<file path="src/rtl/pmem_load_ctrl.sv">
// Program-memory load sequencer: packs host bytes into instructions, writes them through
// the PMem load port, verifies a trailing checksum and then releases the CPU.
//
// state | meaning
// ------+-----------------------------------------------------------
// IDLE  | no load active, CPU held in reset, waiting for start
// LO    | waiting for the low byte of the current word
// HI    | waiting for the high byte of the current word
// WR    | one-cycle PMem write of the assembled word
// CHK   | waiting for the checksum byte
// RUN   | load verified, fetch enabled, CPU released
module pmem_load_ctrl #(
   parameter int ADDR_W  = 8,
   parameter int INSTR_W = 12
) (
   input  logic               clk_i,
   input  logic               rst_i,
   input  logic               start_i,
   input  logic               abort_i,
   input  logic [ADDR_W-1:0]  len_i,
   input  logic               in_valid_i,
   input  logic [7:0]         in_data_i,
   output logic               in_ready_o,
   output logic               pmem_le_o,
   output logic [ADDR_W-1:0]  pmem_la_o,
   output logic [INSTR_W-1:0] pmem_li_o,
   output logic               pmem_e_o,
   output logic               cpu_hold_o,
   output logic               busy_o,
   output logic               done_o,
   output logic               err_o
);

   typedef enum logic [2:0] {
      IDLE = 3'd0,
      LO   = 3'd1,
      HI   = 3'd2,
      WR   = 3'd3,
      CHK  = 3'd4,
      RUN  = 3'd5
   } state_t;

   state_t             state_q, state_d;
   logic [ADDR_W-1:0]  len_q,   len_d;
   logic [ADDR_W-1:0]  addr_q,  addr_d;
   logic [7:0]         sum_q,   sum_d;
   logic [7:0]         lo_q,    lo_d;
   logic [ADDR_W-1:0]  la_q,    la_d;
   logic [INSTR_W-1:0] li_q,    li_d;
   logic               err_q,   err_d;
   logic               done_q,  done_d;

   logic               accept;
   logic               xfer;

   assign accept = (state_q == LO) || (state_q == HI) || (state_q == CHK);
   assign xfer   = accept && in_valid_i;

   always_ff @(posedge clk_i) begin
      if (rst_i) begin
         state_q <= IDLE;
         len_q   <= '0;
         addr_q  <= '0;
         sum_q   <= '0;
         lo_q    <= '0;
         la_q    <= '0;
         li_q    <= '0;
         err_q   <= 1'b0;
         done_q  <= 1'b0;
      end else begin
         state_q <= state_d;
         len_q   <= len_d;
         addr_q  <= addr_d;
         sum_q   <= sum_d;
         lo_q    <= lo_d;
         la_q    <= la_d;
         li_q    <= li_d;
         err_q   <= err_d;
         done_q  <= done_d;
      end
   end

   always_comb begin
      state_d = state_q;
      len_d   = len_q;
      addr_d  = addr_q;
      sum_d   = sum_q;
      lo_d    = lo_q;
      la_d    = la_q;
      li_d    = li_q;
      err_d   = err_q;
      done_d  = 1'b0;

      unique case (state_q)
         IDLE, RUN: begin
            if (start_i) begin
               state_d = LO;
               len_d   = len_i;
               addr_d  = '0;
               sum_d   = '0;
               err_d   = 1'b0;
            end
         end
         LO: begin
            if (abort_i) begin
               state_d = IDLE;
            end else if (xfer) begin
               lo_d    = in_data_i;
               sum_d   = sum_q + in_data_i;
               state_d = HI;
            end
         end
         HI: begin
            // Load-port address/data are captured here so they are stable during WR
            // and simply hold afterwards.
            if (abort_i) begin
               state_d = IDLE;
            end else if (xfer) begin
               la_d    = addr_q;
               li_d    = {in_data_i[INSTR_W-9:0], lo_q};
               sum_d   = sum_q + in_data_i;
               state_d = WR;
            end
         end
         WR: begin
            if (abort_i) begin
               state_d = IDLE;
            end else if (addr_q == len_q) begin
               state_d = CHK;
            end else begin
               addr_d  = addr_q + 1'b1;
               state_d = LO;
            end
         end
         CHK: begin
            if (abort_i) begin
               state_d = IDLE;
            end else if (xfer) begin
               if (in_data_i == sum_q) begin
                  state_d = RUN;
                  done_d  = 1'b1;
               end else begin
                  state_d = IDLE;
                  err_d   = 1'b1;
               end
            end
         end
         default: state_d = IDLE;
      endcase
   end

   assign in_ready_o = accept;
   assign pmem_le_o  = (state_q == WR);
   assign pmem_la_o  = la_q;
   assign pmem_li_o  = li_q;
   assign pmem_e_o   = (state_q == RUN);
   assign cpu_hold_o = (state_q != RUN);
   assign busy_o     = accept || (state_q == WR);
   assign done_o     = done_q;
   assign err_o      = err_q;

endmodule
</file>
<file path="config.mk">
export PLATFORM = sky130hd
export DESIGN_NAME = pmem_load_ctrl
export DESIGN_NICKNAME = d
export VERILOG_FILES = /design/src/rtl/pmem_load_ctrl.sv
export SDC_FILE = /design/constraint.sdc
export NUM_CORES = 1
export LEC_CHECK = 0
export ABC_AREA = 1
export ABC_CLOCK_PERIOD_IN_PS = 2200
export BUFFER_PORTS_ARGS = -buffer_cell sky130_fd_sc_hd__buf_2
export CORE_UTILIZATION = 35
export CTS_BUF_LIST = sky130_fd_sc_hd__clkbuf_8
export DETAILED_ROUTE_END_ITERATION = 8
export GPL_TIMING_DRIVEN = 0
export PLACE_DENSITY_LB_ADDON = 0.08
export SYNTH_ARGS = -nofsm -noshare
export SYNTH_HDL_FRONTEND = slang
export SYNTH_SLANG_ARGS = --single-unit
</file>
<file path="constraint.sdc">
create_clock -name clk_i -period 2.2 [get_ports clk_i]
set_input_delay 0.44 -clock clk_i [delete_from_list [all_inputs] [get_ports clk_i]]
set_output_delay 0.44 -clock clk_i [all_outputs]
set_load 0.02 [all_outputs]
</file>
==> results.py, run 1 <==
metrics = {
    "status": {
        "outcome": "completed",
    },
    "worst_hold_path": {
        "min-delay-start": "rst_i",
        "holdCritPathClass": "in2reg",
        "hold_path_cell_cnt": 2,
    },
    "grt": {
        "grt_util_all_layers": 0.180,
        "grt_first_pass_wirelength_um": 11500,
        "number_of_antenna_violations_at_the_first_check_in_global_routing": 0,
        "first_global_vias": 2521,
        "globalRoute.totalOverflow": 0,
        "grt_max_degree": 11,
    },
    "sta": {
        "setup_viol": 0,
        "setup_total_negative_slack_ns": 0,
        "timing_hold_violations_final": 0,
        "timing.final.max_slew_violations": 0,
        "post-route-period-util": 0.882,
        "timing.slew.headroom": 0.615,
        "fin_crit_ns": 1.94,
        "worst_pin_slew_ns": 0.575,
        "fmax_mhz": 515,
        "rsz_0062_raised_after_global_routing": "false",
        "fin_worst_skew_ns": 0.00872,
    },
    "run": {
        "max-cap-violations": 0,
    },
    "route": {
        "detail_route.vias_per_cell": 4.79,
        "wl_per_cell_um": 12.8,
        "drcViolationCount": 0,
        "route.vias.total": 2597,
        "wl_um": 6960,
        "drt_pass1_iterations": 4,
        "route.antenna.remaining_nets": 0,
        "detailedRoute.firstIterationViolations": 88,
    },
    "yosys": {
        "synth_fp_nets": 411,
        "post_synth.cell_area_avg_sq_um": 7.14,
        "ys_seq_elements": 57,
        "synth.yosys.warnings": 0,
        "netlist_instances": 381,
        "syn_area_sq_um": 2720,
        "synthDominantAreaCellType": "sky130_fd_sc_hd__dfxtp_1",
        "synth_cell_types": 31,
        "sequential_element_share_of_the_synthesized_area": 0.419,
        "synth_top_cells_by_area": "sky130_fd_sc_hd__dfxtp_1 42%, sky130_fd_sc_hd__nand2_1 11%, sky130_fd_sc_hd__nor2_1 9.4%, sky130_fd_sc_hd__a21oi_1 7.2%, sky130_fd_sc_hd__o21ai_0 5.7%",
        "synth_top_cell_area_share": 0.419,
    },
    "floorplan": {
        "num_io_pins": 48,
        "floorplan.core_area_sq_um": 7370,
        "rows": 31,
        "die_area_sq_um": 8130,
        "die-height_um": 90.2,
        "start_util": 0.369,
        "floorplan.die.width_um": 90.2,
    },
    "place": {
        "numPortBuffers": 47,
        "detailed_place_hpwl_um": 5210,
        "placedInstanceArea_sq_um": 3080,
        "finalWeightedCongestion": 0.870,
    },
    "cts": {
        "buffer_depth_of_the_longest_clock_path": 2,
        "cts.root.buffer_cell": "sky130_fd_sc_hd__clkbuf_8",
        "post_cts.resized_instances": 0,
        "htree_num_levels": 3,
        "tritoncts": "yes",
        "post_cts_clock_slew_at_the_launch_and_capture_registers_of_the_worst_setup_and_hold_paths_ns": 0.06,
        "insertion_delay_of_the_later_clocked_pin_in_the_worst_skew_pair_ns": 0.34,
        "postCtsSetupRepairBufs": 0,
        "cts_inserted_buffers": 9,
        "cts.hold.buffers_added": 0,
        "tritoncts_num_sinks": 57,
    },
    "cells_and_area": {
        "multiInputGateArea_sq_um": 1420,
        "drive_gt1_frac": 0.169,
        "regArea_sq_um": 1140,
        "design_area_sq_um": 3310,
        "layout-area-overhead-vs-synth_pct": 21.6,
        "fillers": 789,
        "layout.nets": 469,
        "diodes": 0,
    },
    "setup_path": {
        "worst_setup_slack_for_register_to_register_paths_ns": 0.42,
        "critical_path_peak_fanout": 5,
        "cp_data_arrival_time_ns": 1.50,
        "crit-reg2reg-launch": "state_q[1]",
        "timing.critical_path.from_type": "register",
        "critical_path_class": "reg2out",
        "worst_setup_path_start": "state_q[1]",
        "critical_path.endpoint_type": "primary output",
        "reg2reg_depth": 8,
        "critical_path_required_ns": 1.76,
    },
    "power": {
        "max-vdd-ir-drop_mv": 0.424,
        "static-leakage-power_nw": 1.55,
        "power.density_cell_area_nw_per_um2": 775,
    },
}
-- state kept, by name, summed over array words and instances, names as in the netlist --
register,flops
err_o,1
done_o,1
state_q,3
len_q,8
pmem_la_o,8
sum_q,8
lo_q,8
pmem_li_o,12
addr_q,8
-- cells in the mapped netlist (all sizes together) --
library cell and number:
nand2 81, nor2 69, dfxtp 57, a21oi 39, o21ai 31, inv 27, nand3 27, clkbuf 10
ha 8, xnor2 7, xor2 6, nor3 3, or2 3, buf 2, nand3b 2, nand4 2
a21boi 1, a21o 1, a31oi 1, fa 1, nor3b 1, nor4 1, o211ai 1
-- layer usage --
layer  GRT usage  up-vias  part of all wire
li1            -     1354                 -
met1       0.215     1203              0.48
met2       0.302       36              0.48
met3      0.0618        4             0.034
met4      0.0605        0            0.0055
met5           0        -                 0
-- cell usage in the layout, fill, tap and decap left out, types with 3 or more instances in the layout --
cell type,Yosys,layout
sky130_fd_sc_hd__ha_1,8,8
sky130_fd_sc_hd__xor2_1,6,6
sky130_fd_sc_hd__buf_2,1,48
sky130_fd_sc_hd__inv_1,26,27
sky130_fd_sc_hd__nand3_1,25,25
sky130_fd_sc_hd__nor2_1,68,68
sky130_fd_sc_hd__o21ai_0,31,31
sky130_fd_sc_hd__dfxtp_1,57,57
sky130_fd_sc_hd__a21oi_1,39,39
sky130_fd_sc_hd__xnor2_1,7,7
sky130_fd_sc_hd__nand2_1,78,78
sky130_fd_sc_hd__clkbuf_8,0,12
sky130_fd_sc_hd__clkbuf_1,9,9
sky130_fd_sc_hd__nor3_1,3,3
-- stage by stage --
step	util	setup slack, ns	hold slack (ns)	total power [mW]	cells
after floorplan	-	0.443	0.443	1.35	381
after global placement	0.418	0.142	0.455	1.46	527
after detailed placement	0.418	0.160	0.463	1.46	527
after CTS	0.449	0.228	0.329	2.60	542
after global routing	0.449	0.111	0.331	2.69	542
final	0.449	0.259	0.350	2.56	542
-- critical path, cell delays in order (launching register included) --
cell                      delay (ns)
sky130_fd_sc_hd__dfxtp_1        0.39
sky130_fd_sc_hd__inv_1          0.10
sky130_fd_sc_hd__nor2_1         0.09
sky130_fd_sc_hd__nand2_1        0.10
sky130_fd_sc_hd__nand2_1        0.17
sky130_fd_sc_hd__inv_1          0.08
sky130_fd_sc_hd__nand2_1        0.07
sky130_fd_sc_hd__buf_2          0.16
-- cells by family (layout without fill, tap and decap cells) --
family | count (synthesis) | count (layout) | synth area share
simple gates | 189 | 189 | 0.296
xor+xnor | 13 | 13 | 0.0418
fa+ha+maj | 9 | 9 | 0.0441
buf+inv | 39 | 101 | 0.0575
flops | 57 | 57 | 0.419
compound gates | 74 | 74 | 0.141
-- power breakdown --
part | switching (mW) | internal [mW]
registers | 0.0274 | 1.07
clock network | 0.410 | 0.720
logic | 0.221 | 0.114
total | 0.658 | 1.91
-- area by class of cell --
cell class / instances / share of cell area
multi-input combinational: 285 / 0.430
sequential: 57 / 0.345
timing repair buffer: 47 / 0.0711
clock buffer: 12 / 0.0499
tap: 99 / 0.0374
inverter: 27 / 0.0306
clock inverter: 3 / 0.0193
buffer: 12 / 0.0166
-- final timing paths --
| path | end |
|---|---|
| hold reg to reg | sum_q[5] |
| setup reg to reg | pmem_li_o[6] |
| setup / recovery | in_ready_o |
| hold / removal | addr_q[3] |
No activity file was read; power rests on OpenSTA's default activity.
==> run 2, diff against run 1 <==
ABC_CLOCK_PERIOD_IN_PS = 1830   (was 2200)
MAX_ROUTING_LAYER = met4   (was not set)
clock period = 1.83 ns   (was 2.2 ns; I/O delays follow)
==> results.py, run 2 (synthesis results as in run 1) <==
metrics = {
    "cts": {
        "postCtsSetupRepairBufs": 0,
        "cts.root.buffer_cell": "sky130_fd_sc_hd__clkbuf_8",
        "htree_num_levels": 3,
        "tritoncts": "yes",
        "cts_inserted_buffers": 9,
        "post_cts_clock_slew_at_the_launch_and_capture_registers_of_the_worst_setup_and_hold_paths_ns": 0.06,
        "tritoncts_num_sinks": 57,
        "buffer_depth_of_the_longest_clock_path": 2,
        "insertion_delay_of_the_later_clocked_pin_in_the_worst_skew_pair_ns": 0.34,
    },
    "cells_and_area": {
        "fillers": 804,
        "drive_gt1_frac": 0.199,
        "layout.nets": 468,
        "layout-area-overhead-vs-synth_pct": 21.4,
        "design_area_sq_um": 3300,
        "layout.cells.most_common_list": "76 x sky130_fd_sc_hd__nand2_1, 66 x sky130_fd_sc_hd__nor2_1, 54 x sky130_fd_sc_hd__dfxtp_1",
        "largest_reg_flops": 12,
        "diodes": 0,
        "layout.cells.most_common": "sky130_fd_sc_hd__nand2_1",
    },
    "grt": {
        "grt_max_degree": 11,
        "grt_first_pass_wirelength_um": 11700,
        "number_of_antenna_violations_at_the_first_check_in_global_routing": 0,
        "grt_util_all_layers": 0.187,
        "globalRoute.totalOverflow": 0,
        "first_global_vias": 2459,
    },
    "floorplan": {
        "floorplan.core_area_sq_um": 7370,
        "num_io_pins": 48,
        "die_area_sq_um": 8130,
        "rows": 31,
        "start_util": 0.369,
        "die-height_um": 90.2,
        "floorplan.die.width_um": 90.2,
    },
    "power": {
        "static-leakage-power_nw": 1.54,
        "max-vdd-ir-drop_mv": 0.448,
        "power.density_cell_area_nw_per_um2": 847,
    },
    "run": {
        "max-cap-violations": 0,
    },
    "sta": {
        "timing_hold_violations_final": 0,
        "fmax_mhz": 573,
        "setup_viol": 0,
        "setup_slack_ns": 0.0859,
        "timing.final.max_slew_violations": 0,
        "worst_pin_slew_ns": 0.530,
        "post-route-period-util": 0.953,
        "setup_total_negative_slack_ns": 0,
        "fin_worst_skew_ns": 0.00677,
        "fin_crit_ns": 1.74,
        "timing.slew.headroom": 0.647,
    },
    "route": {
        "detailedRoute.firstIterationViolations": 86,
        "route.antenna.remaining_nets": 0,
        "drcViolationCount": 0,
        "drt_pass1_iterations": 4,
        "detail_route.vias_per_cell": 4.80,
        "route.vias.total": 2596,
        "wl_um": 6880,
        "wl_per_cell_um": 12.7,
    },
    "worst_hold_path": {
        "holdCritPathClass": "in2reg",
    },
    "setup_path": {
        "critical_path_class": "reg2out",
        "critical_path.endpoint_type": "primary output",
        "critical_path_peak_fanout": 5,
        "cp_data_arrival_time_ns": 1.38,
        "timing.critical_path.from_type": "register",
        "critical_path_required_ns": 1.46,
    },
    "place": {
        "placedInstanceArea_sq_um": 3080,
        "finalWeightedCongestion": 0.874,
        "detailed_place_hpwl_um": 5190,
        "numPortBuffers": 47,
        "setup_slack_placement_ns": -0.149,
    },
    "status": {
        "outcome": "completed",
    },
}
==> run 2: changes by cell type in the layout (fill, tap and decap cells not counted), sizes merged <==
cell,change
clkinv,+3
bufinv,-2
clkbuf,-1
inv,-1
==> run 2: power breakdown <==
group          internal [mW]  leakage, nW  switching [mW]
sequential              1.29        0.464          0.0342
clock                  0.587       0.0980           0.480
combinational          0.143        0.977           0.268
total                   2.02         1.54           0.782
==> run 2: per-layer routing <==
layer	wire length, um	up-vias	GRT usage
met5	0	-	-
met4	51	0	0.0578
met3	239	6	0.0525
met2	3300	43	0.291
met1	3300	1187	0.234
li1	-	1360	-
==> run 2: layout make-up <==
cell class | count | area [sq um] | share of cell area
Clock inverter | 3 | 15.0 | 0.00454
Clock buffer | 12 | 165 | 0.0500
Inverter | 27 | 101 | 0.0307
Timing Repair Buffer | 47 | 238 | 0.0719
Sequential cell | 57 | 1150 | 0.347
Buffer | 11 | 52.6 | 0.0159
Tap cell | 99 | 124 | 0.0375
Multi-Input combinational cell | 285 | 1460 | 0.442
==> run 2: worst paths after layout <==
kind | endpoint | from | slack [ns] | depth (start not counted)
min reg2reg | sum_q[3] | sum_q[3] | 0.47 | 2
max reg2reg | sum_q[4] | sum_q[0] | 0.10 | 6
max | in_ready_o | state_q[1] | 0.09 | 7
min | addr_q[3] | rst_i | 0.29 | 2
==> run 2: repair_timing <==
| action | in CTS | in global routing |
|---|---|---|
| setup endpoints to repair | 3 | 29 |
| gates cloned | 0 | 0 |
| hold buffers | 0 | 0 |
| resized for setup | 3 | 14 |
| pin swaps | 0 | 1 |
==> run 2: worst max-delay path, cell delays in order, from the launching register on <==
cell	delay (ns)
sky130_fd_sc_hd__dfxtp_4	0.36
sky130_fd_sc_hd__inv_1	0.13
sky130_fd_sc_hd__nor2_2	0.05
sky130_fd_sc_hd__nand2_2	0.12
sky130_fd_sc_hd__nand2_4	0.08
sky130_fd_sc_hd__inv_1	0.07
sky130_fd_sc_hd__nand2_1	0.06
sky130_fd_sc_hd__buf_4	0.16
==> run 2: metrics by stage <==
stage	hold slack, ns	cells	power, mW	utilization
2_1_floorplan	0.435	381	1.62	-
3_3_place_gp	0.455	527	1.75	0.418
3_5_place_dp	0.462	527	1.75	0.418
4_1_cts	0.271	542	2.84	0.444
5_1_grt	0.275	541	2.97	0.448
6_report	0.286	541	2.80	0.448
